$ cat src/rtl/uart_mmio_if.sv
`default_nettype none
// ============================================================================
// Module      : uart_mmio_if
// Description : picorv32 native memory bus as seen by a single peripheral.
//               master : CPU side (drives request, receives completion)
//               slave  : peripheral side (uart_mmio)
//               mem_valid  request valid
//               mem_addr   byte address
//               mem_wdata  write data
//               mem_wstrb  byte strobes, 0 = read
//               mem_ready  one-cycle completion pulse
//               mem_rdata  read data, 0 when mem_ready is low
// Revision    : 1.0 - initial release
// ============================================================================
interface uart_mmio_if;
  logic        mem_valid;
  logic [31:0] mem_addr;
  logic [31:0] mem_wdata;
  logic [3:0]  mem_wstrb;
  logic        mem_ready;
  logic [31:0] mem_rdata;

  modport master (
    output mem_valid, mem_addr, mem_wdata, mem_wstrb,
    input  mem_ready, mem_rdata
  );

  modport slave (
    input  mem_valid, mem_addr, mem_wdata, mem_wstrb,
    output mem_ready, mem_rdata
  );
endinterface
`default_nettype wire

$ cat src/rtl/uart_mmio.sv
`default_nettype none
// ============================================================================
// Module      : uart_mmio
// Description : Memory-mapped front end for the UART FIFO stage. Decodes a
//               16-byte window at BASE_ADDR and turns CPU word accesses into
//               one-cycle transmit / rx_fifo_pop strobes, returns RX data and
//               status, and raises a maskable latched interrupt.
//               Register map: 0x0 DATA, 0x4 STATUS, 0x8 CTRL, 0xC DROP_CNT.
// Ports       : clk, rstn          clock, synchronous active-low reset
//               bus (slave)        CPU memory bus
//               irq                irq_en & irq_pending
//               tx_byte/transmit   TX FIFO push data and strobe
//               rx_fifo_pop        RX FIFO pop strobe
//               rx_byte            RX FIFO head (first-word-fall-through)
//               rx_fifo_empty      RX FIFO empty
//               tx_fifo_full       TX FIFO full
//               uart_irq           UART interrupt request
//               uart_busy          UART receiving or transmitting
// Options     : UART_MMIO_DROP_CNT_EN - include the DROP_CNT counter; when
//               undefined, 0xC reads 0 and writes are ignored.
// Revision    : 1.0 - initial release
// ============================================================================
module uart_mmio #(
  parameter logic [31:0] BASE_ADDR = 32'h0200_0000
) (
  input  logic       clk,
  input  logic       rstn,
  uart_mmio_if.slave bus,
  output logic       irq,
  output logic [7:0] tx_byte,
  output logic       transmit,
  output logic       rx_fifo_pop,
  input  logic [7:0] rx_byte,
  input  logic       rx_fifo_empty,
  input  logic       tx_fifo_full,
  input  logic       uart_irq,
  input  logic       uart_busy
);

  typedef enum logic [0:0] {
    IDLE = 1'b0,
    RESP = 1'b1
  } state_t;

  state_t      state_q, state_nxt;
  logic [31:0] rdata_q, rdata_nxt;
  logic        transmit_q, transmit_nxt;
  logic        pop_q, pop_nxt;
  logic [7:0]  tx_byte_q, tx_byte_nxt;
  logic        irq_en_q, irq_en_nxt;
  logic        irq_pending_q, irq_pending_nxt;
  logic        tx_ovf_q, tx_ovf_nxt;
  logic        ovf_clr, pend_clr, drop;
  logic        hit, wr;
`ifdef UART_MMIO_DROP_CNT_EN
  logic [15:0] drop_cnt_q, drop_cnt_nxt;
  logic        cnt_clr;
`endif

  assign hit = bus.mem_valid && (bus.mem_addr[31:4] == BASE_ADDR[31:4]);
  assign wr  = |bus.mem_wstrb;

  always_comb begin
    state_nxt   = IDLE;
    rdata_nxt   = rdata_q;
    transmit_nxt = 1'b0;
    pop_nxt     = 1'b0;
    tx_byte_nxt = tx_byte_q;
    irq_en_nxt  = irq_en_q;
    ovf_clr     = 1'b0;
    pend_clr    = 1'b0;
    drop        = 1'b0;
`ifdef UART_MMIO_DROP_CNT_EN
    cnt_clr     = 1'b0;
`endif
    // All side effects happen in the accepting cycle; RESP only acknowledges.
    if (state_q == IDLE && hit) begin
      state_nxt = RESP;
      rdata_nxt = '0;
      case (bus.mem_addr[3:2])
        2'd0: begin
          if (wr) begin
            if (bus.mem_wstrb[0]) begin
              if (tx_fifo_full) begin
                drop = 1'b1;
              end else begin
                transmit_nxt = 1'b1;
                tx_byte_nxt  = bus.mem_wdata[7:0];
              end
            end
          end else if (!rx_fifo_empty) begin
            rdata_nxt = {1'b1, 23'b0, rx_byte};
            pop_nxt   = 1'b1;
          end
        end
        2'd1: begin
          if (wr) begin
            ovf_clr  = bus.mem_wdata[3];
            pend_clr = bus.mem_wdata[4];
          end else begin
            rdata_nxt = {27'b0, irq_pending_q, tx_ovf_q, uart_busy,
                         tx_fifo_full, rx_fifo_empty};
          end
        end
        2'd2: begin
          if (wr) begin
            if (bus.mem_wstrb[0]) irq_en_nxt = bus.mem_wdata[0];
          end else begin
            rdata_nxt = {31'b0, irq_en_q};
          end
        end
        default: begin
`ifdef UART_MMIO_DROP_CNT_EN
          if (wr) cnt_clr = 1'b1;
          else    rdata_nxt = {16'h0, drop_cnt_q};
`endif
        end
      endcase
    end
    // Set terms are ORed in last so a same-cycle set beats the W1C.
    tx_ovf_nxt      = drop | (tx_ovf_q & ~ovf_clr);
    irq_pending_nxt = uart_irq | (irq_pending_q & ~pend_clr);
`ifdef UART_MMIO_DROP_CNT_EN
    drop_cnt_nxt = drop_cnt_q;
    if (cnt_clr)                              drop_cnt_nxt = '0;
    else if (drop && drop_cnt_q != 16'hFFFF)  drop_cnt_nxt = drop_cnt_q + 16'd1;
`endif
  end

  always_ff @(posedge clk) begin
    if (!rstn) begin
      state_q       <= IDLE;
      rdata_q       <= '0;
      transmit_q    <= 1'b0;
      pop_q         <= 1'b0;
      tx_byte_q     <= '0;
      irq_en_q      <= 1'b0;
      irq_pending_q <= 1'b0;
      tx_ovf_q      <= 1'b0;
`ifdef UART_MMIO_DROP_CNT_EN
      drop_cnt_q    <= '0;
`endif
    end else begin
      state_q       <= state_nxt;
      rdata_q       <= rdata_nxt;
      transmit_q    <= transmit_nxt;
      pop_q         <= pop_nxt;
      tx_byte_q     <= tx_byte_nxt;
      irq_en_q      <= irq_en_nxt;
      irq_pending_q <= irq_pending_nxt;
      tx_ovf_q      <= tx_ovf_nxt;
`ifdef UART_MMIO_DROP_CNT_EN
      drop_cnt_q    <= drop_cnt_nxt;
`endif
    end
  end

  // Qualifying with rstn lets a reset that arrives during RESP suppress the
  // acknowledge in that very cycle rather than one edge later.
  assign bus.mem_ready = (state_q == RESP) && rstn;
  assign bus.mem_rdata = bus.mem_ready ? rdata_q : 32'h0;
  assign transmit      = transmit_q;
  assign rx_fifo_pop   = pop_q;
  assign tx_byte       = tx_byte_q;
  assign irq           = irq_en_q & irq_pending_q;

endmodule
`default_nettype wire

$ cat src/flat_wrapper.sv
// flat-port wrapper written by rule: the top's interface ports become plain ports
module uart_mmio_flat 
#(
  parameter logic [31:0] BASE_ADDR = 32'h0200_0000
)
  (clk, rstn, irq, tx_byte, transmit, rx_fifo_pop, rx_byte, rx_fifo_empty, tx_fifo_full, uart_irq, uart_busy, bus_mem_valid, bus_mem_addr, bus_mem_wdata, bus_mem_wstrb, bus_mem_ready, bus_mem_rdata);
  uart_mmio_if bus_i ();
  input  logic clk;
  input  logic rstn;
  output logic irq;
  output logic [7:0] tx_byte;
  output logic transmit;
  output logic rx_fifo_pop;
  input  logic [7:0] rx_byte;
  input  logic rx_fifo_empty;
  input  logic tx_fifo_full;
  input  logic uart_irq;
  input  logic uart_busy;
  input wire logic [$bits(bus_i.mem_valid)-1:0] bus_mem_valid;
  input wire logic [$bits(bus_i.mem_addr)-1:0] bus_mem_addr;
  input wire logic [$bits(bus_i.mem_wdata)-1:0] bus_mem_wdata;
  input wire logic [$bits(bus_i.mem_wstrb)-1:0] bus_mem_wstrb;
  output wire logic [$bits(bus_i.mem_ready)-1:0] bus_mem_ready;
  output wire logic [$bits(bus_i.mem_rdata)-1:0] bus_mem_rdata;
  assign bus_i.mem_valid = bus_mem_valid;
  assign bus_i.mem_addr = bus_mem_addr;
  assign bus_i.mem_wdata = bus_mem_wdata;
  assign bus_i.mem_wstrb = bus_mem_wstrb;
  assign bus_mem_ready = bus_i.mem_ready;
  assign bus_mem_rdata = bus_i.mem_rdata;
  uart_mmio #(.BASE_ADDR(BASE_ADDR)) u_core (.clk(clk), .rstn(rstn), .bus(bus_i), .irq(irq), .tx_byte(tx_byte), .transmit(transmit), .rx_fifo_pop(rx_fifo_pop), .rx_byte(rx_byte), .rx_fifo_empty(rx_fifo_empty), .tx_fifo_full(tx_fifo_full), .uart_irq(uart_irq), .uart_busy(uart_busy));
endmodule
$ cat config.mk
export PLATFORM = sky130hd
export DESIGN_NAME = uart_mmio_flat
export DESIGN_NICKNAME = d
export VERILOG_FILES = /design/src/rtl/uart_mmio_if.sv /design/src/rtl/uart_mmio.sv /design/src/flat_wrapper.sv
export SDC_FILE = /design/constraint.sdc
export NUM_CORES = 1
export LEC_CHECK = 0
export ABC_CLOCK_PERIOD_IN_PS = 2500
export BUFFER_PORTS_ARGS = -buffer_cell sky130_fd_sc_hd__buf_2
export CAP_MARGIN = 20
export CORE_MARGIN = 2
export CORE_UTILIZATION = 40
export DETAILED_ROUTE_END_ITERATION = 8
export GPL_TIMING_DRIVEN = 0
export PLACE_DENSITY_LB_ADDON = 0.15
export SLEW_MARGIN = 10
export SYNTH_ARGS = -nofsm -noshare
export SYNTH_HDL_FRONTEND = slang
export SYNTH_SLANG_ARGS = --single-unit
$ cat constraint.sdc
create_clock -name clk -period 2.5 [get_ports clk]
set_input_delay 0.375 -clock clk [delete_from_list [all_inputs] [get_ports clk]]
set_output_delay 0.375 -clock clk [all_outputs]
set_load 0.05 [all_outputs]
; ---- After elaboration in Yosys (flattened, before gate mapping)
; Cells that the tools add are included.
[classes]
reduce_logical = 9
n_eq_ne = 3
n_mux = 20
bitwise_logic = 12
[op_table]
columns = operator, n
row1 = two-way mux 32 bit, 3
row2 = one-hot mux 32 bit (3 select lines), 1
row3 = == test 28 x 22 -> 1 bit (second input constant), 1
row4 = two-way mux 1 bit, 15
row5 = AND reduction 5 bit, 2
row6 = NOT 1 bit, 7
row7 = OR reduction 7 bit, 1
row8 = two-way mux 5 bit, 1
row9 = AND reduction 4 bit, 1
row10 = OR reduction 4 bit, 1
row11 = bitwise AND 1 bit, 3
row12 = logical AND 1 bit, 3
row13 = == test 2 x 1 -> 1 bit (second input constant), 1
row14 = == test 2 bit (second input constant), 1
row15 = zero test 2 bit, 1
row16 = bitwise OR 1 bit, 2
[word_totals]
elab_cells = 52
output_inout_bits = 44
reg_bits = 46
input_bits = 83

; ---- Depth between registers and ports, before layout
[depth]
word_depth = 7
mapped_depth = 5
depth_no_buf = 4

; ---- Worst setup path after synthesis
; No wires, ideal clock.
[synth_path]
path_kind = input to output
startpoint = input port rstn
endpoint = output port bus_mem_ready
path_stages = 3
setup_slack_ns = 0.835
t_arrival_ns = 1.290
path_cell_list = clkbuf_1 > clkbuf_1 > and2_1
[synth_via]
elab_chain_len = 1
[synth_lines]
columns = element, line_no
row1 = from (decl), flat_wrapper.sv:9  ; input logic rstn;
row2 = logical AND 1 bit, uart_mmio.sv:160  ; assign bus.mem_ready = (state_q == RESP) && rstn;
row3 = to (decl), flat_wrapper.sv:23  ; output wire logic [$bits(bus_i.mem_ready)-1:0] bus_mem_ready;
; No other way between the ends.

; ---- Worst setup path in the final report
[layout_path]
startpoint = register u_core.state_q
endpoint = output port bus_mem_rdata[7]
[layout_via]
elab_chain_len = 2
[layout_lines]
columns = element, line_no
row1 = from (decl), uart_mmio.sv:45  ; state_t state_q, state_nxt;
row2 = from (signal assigned), uart_mmio.sv:144  ; state_q <= state_nxt;
row3 = logical AND 1 bit, uart_mmio.sv:160
row4 = two-way mux 32 bit, uart_mmio.sv:161  ; assign bus.mem_rdata = bus.mem_ready ? rdata_q : 32'h0;
row5 = to (decl), flat_wrapper.sv:24  ; output wire logic [$bits(bus_i.mem_rdata)-1:0] bus_mem_rdata;
; No other way between the ends.

==> results.sh <==
export IMPL_hold_class="primary input to register"
export IMPL_synth_top_flop_cell="dfxtp_1"
export IMPL_peakVddDrop_uv=316
export IMPL_async_flop_share=0
export IMPL_final_common_cell="buf_2"
export IMPL_wl_per_cell_um=11.0
export IMPL_first_pass_iters=4
export IMPL_cp_num_buf_inv=2
export IMPL_critical_path_top_delay_family="buffers and inverters"
export IMPL_cts_sinks=23
export IMPL_start_util=0.420
export IMPL_numCtsBuffers=3
export IMPL_synth_avg_cell_area_um2=8.71
export IMPL_ios=127
export IMPL_fp_dieW_um=63.4
export IMPL_period_minus_slack_ns=1.82
export IMPL_synth_ff_latch_count=23
export IMPL_final_setup_skew_ns=0.00377
export IMPL_cts_tree="done"
export IMPL_cp_slowest_cell="dfxtp_1"
export IMPL_cap_violations=0
export IMPL_num_nets_final=348
export IMPL_track_usage=0.179
export IMPL_period_share=0.728
export IMPL_fin_hold_ws_ns=0.288
export IMPL_hold_start="bus_mem_wdata[2]"
export IMPL_yosysSeqAreaShare=0.326
export IMPL_yosys_warnings=0
export IMPL_cp_required_ns=2.12
export IMPL_synth_edff_count=0
export IMPL_wirelength_mm=3.41
export IMPL_vias=1409
export IMPL_numPortBuffers=76
export IMPL_critical_path_class="register to output port"
export IMPL_grt_start_max_net_pins=14
export IMPL_start_kind="register"
export IMPL_core_area_um2=3360
export IMPL_mappedNetlistArea_um2=1410
export IMPL_path_cells="clkbuf_1 -> and3_1 -> buf_2"
export IMPL_ys_types=34
export IMPL_worstSetupEndpointType="output port"
export IMPL_grt_pass1_wl_mm=5.84
export IMPL_fin_util=0.583
export IMPL_mostFrequentLayoutCells="buf_2 (78), buf_4 (25), conb_1 (23), dfxtp_1 (23), nand2_1 (18)"
export IMPL_fin_tns_setup_ns=0
export IMPL_htree_num_levels=1
export IMPL_arrival_ns=1.45
export IMPL_setup_violations=0
export IMPL_clk_pin_slew_worst_paths_ns=0.13
export IMPL_detailedRoute_firstIterationViolations=33
export IMPL_syn_to_final_growth_pct=38.8
export IMPL_crit_start="u_core.state_q"
export IMPL_drc_errors=0
export IMPL_antenna_found_initial=0
export IMPL_die_area_um2=4020
export IMPL_rsz0062_at_grt="false"
export IMPL_status="finished clean"
export IMPL_slew_violations=0
export IMPL_synthCells=162
export IMPL_cts_root_buffer="clkbuf_4"
export IMPL_row_count=21
export IMPL_ctsHoldBuffers=0
export IMPL_clk_latency_ns=0.31
export IMPL_post_cts_buffers=0
export IMPL_slowest_delay_ns=0.39
export IMPL_fp_dieH_um=63.4
export IMPL_grt_pass1_vias=1321
export IMPL_fmax_mhz=549
export IMPL_vias_per_cell=4.55
export IMPL_hold_viol_final=0
export IMPL_cellLeakagePower_uw=0.000978
export IMPL_r2r_start="u_core.state_q"
export IMPL_cts_path_max_buffers=2
export IMPL_power_density_nw_per_um2=375
export IMPL_grt_ovfl_total=0
export IMPL_drtAntennaViolNets=0
export IMPL_n_antenna_cell=0
export IMPL_drive_gt1_frac=0.451
export IMPL_cts_resized=0
export IMPL_hpwl_mm=2.80
export IMPL_worstPathMaxFanout=10
export IMPL_gp_congestion=0.813
-- state kept, by name, summed over array words and instances (netlist names) --
name / cells
u_core.irq_en_q: 1
u_core.irq_pending_q: 1
u_core.rdata_q: 9
u_core.rx_fifo_pop: 1
u_core.state_q: 1
u_core.transmit: 1
u_core.tx_byte: 8
u_core.tx_ovf_q: 1
-- per-stage QoR --
stage	area, um^2	std cells	power, uW	setup slack, ns
5_1_grt	1960	310	772	0.507
2_1_floorplan	1490	184	512	0.835
3_3_place_gp	1930	306	569	0.645
6_report	1960	310	735	0.679
3_5_place_dp	1930	306	570	0.626
4_1_cts	1960	310	744	0.650
-- Yosys cell counts, types with 3 or more instances --
library cell	instances	area (um^2)
a21oi_1	10	50.1
a22o_1	4	35.0
and2_1	4	25.0
and3_1	10	62.6
buf_4	25	188
clkbuf_1	6	22.5
dfxtp_1	23	460
mux2i_1	8	80.1
nand2_1	18	67.6
nand4_1	8	50.1
nor2_1	5	18.8
nor4_1	3	18.8
nor4_4	3	63.8
o21ai_0	9	45.0
-- worst reg2reg max path: stages, from the launching register on --
cell,delay (ns)
dfxtp_1,0.35
nor4_4,0.30
nand4_2,0.19
nor4_2,0.31
buf_6,0.20
mux2i_1,0.20
-- routing by layer --
layer,global-route usage,vias up,share of wire
li1,-,748,-
met1,0.227,609,0.44
met2,0.300,50,0.47
met3,0.0571,2,0.087
met4,0.0326,0,0.0059
met5,0,-,0
-- layout make-up --
cell class / count / area, um^2
flip-flops and latches: 23 / 460
clock inverters: 1 / 5.00
multi-input cells: 126 / 798
well taps: 46 / 57.6
inverters: 1 / 3.75
repair buffers: 76 / 380
fillers: 360 / 1400
plain buffers: 34 / 231
clock buffers: 3 / 22.5
-- logic make-up after synthesis --
| group | count (synthesis) | share of synthesized area |
|---|---|---|
| buffers and inverters | 35 | 0.167 |
| multiplexers | 8 | 0.0567 |
| AO/OA/AOI/OAI | 30 | 0.138 |
| AND/OR/NAND/NOR | 65 | 0.309 |
| flip-flops | 23 | 0.326 |
| other | 1 | 0.00266 |
-- report_power, final --
| group | total (uW) | switching, uW | internal (uW) |
|---|---|---|---|
| sequential | 369 | 1.07 | 368 |
| clock | 173 | 113 | 59.9 |
| combinational | 194 | 124 | 70.4 |
| total | 735 | 237 | 498 |
-- final timing paths --
check,end,slack (ns),cells after the start
hold reg to reg,u_core.tx_byte[4],0.47,2
hold / removal,u_core.tx_byte[2],0.29,3
setup / recovery,bus_mem_rdata[7],0.68,3
setup reg to reg,u_core.tx_byte[0],0.89,5
No activity file was read; power rests on OpenSTA's default activity.
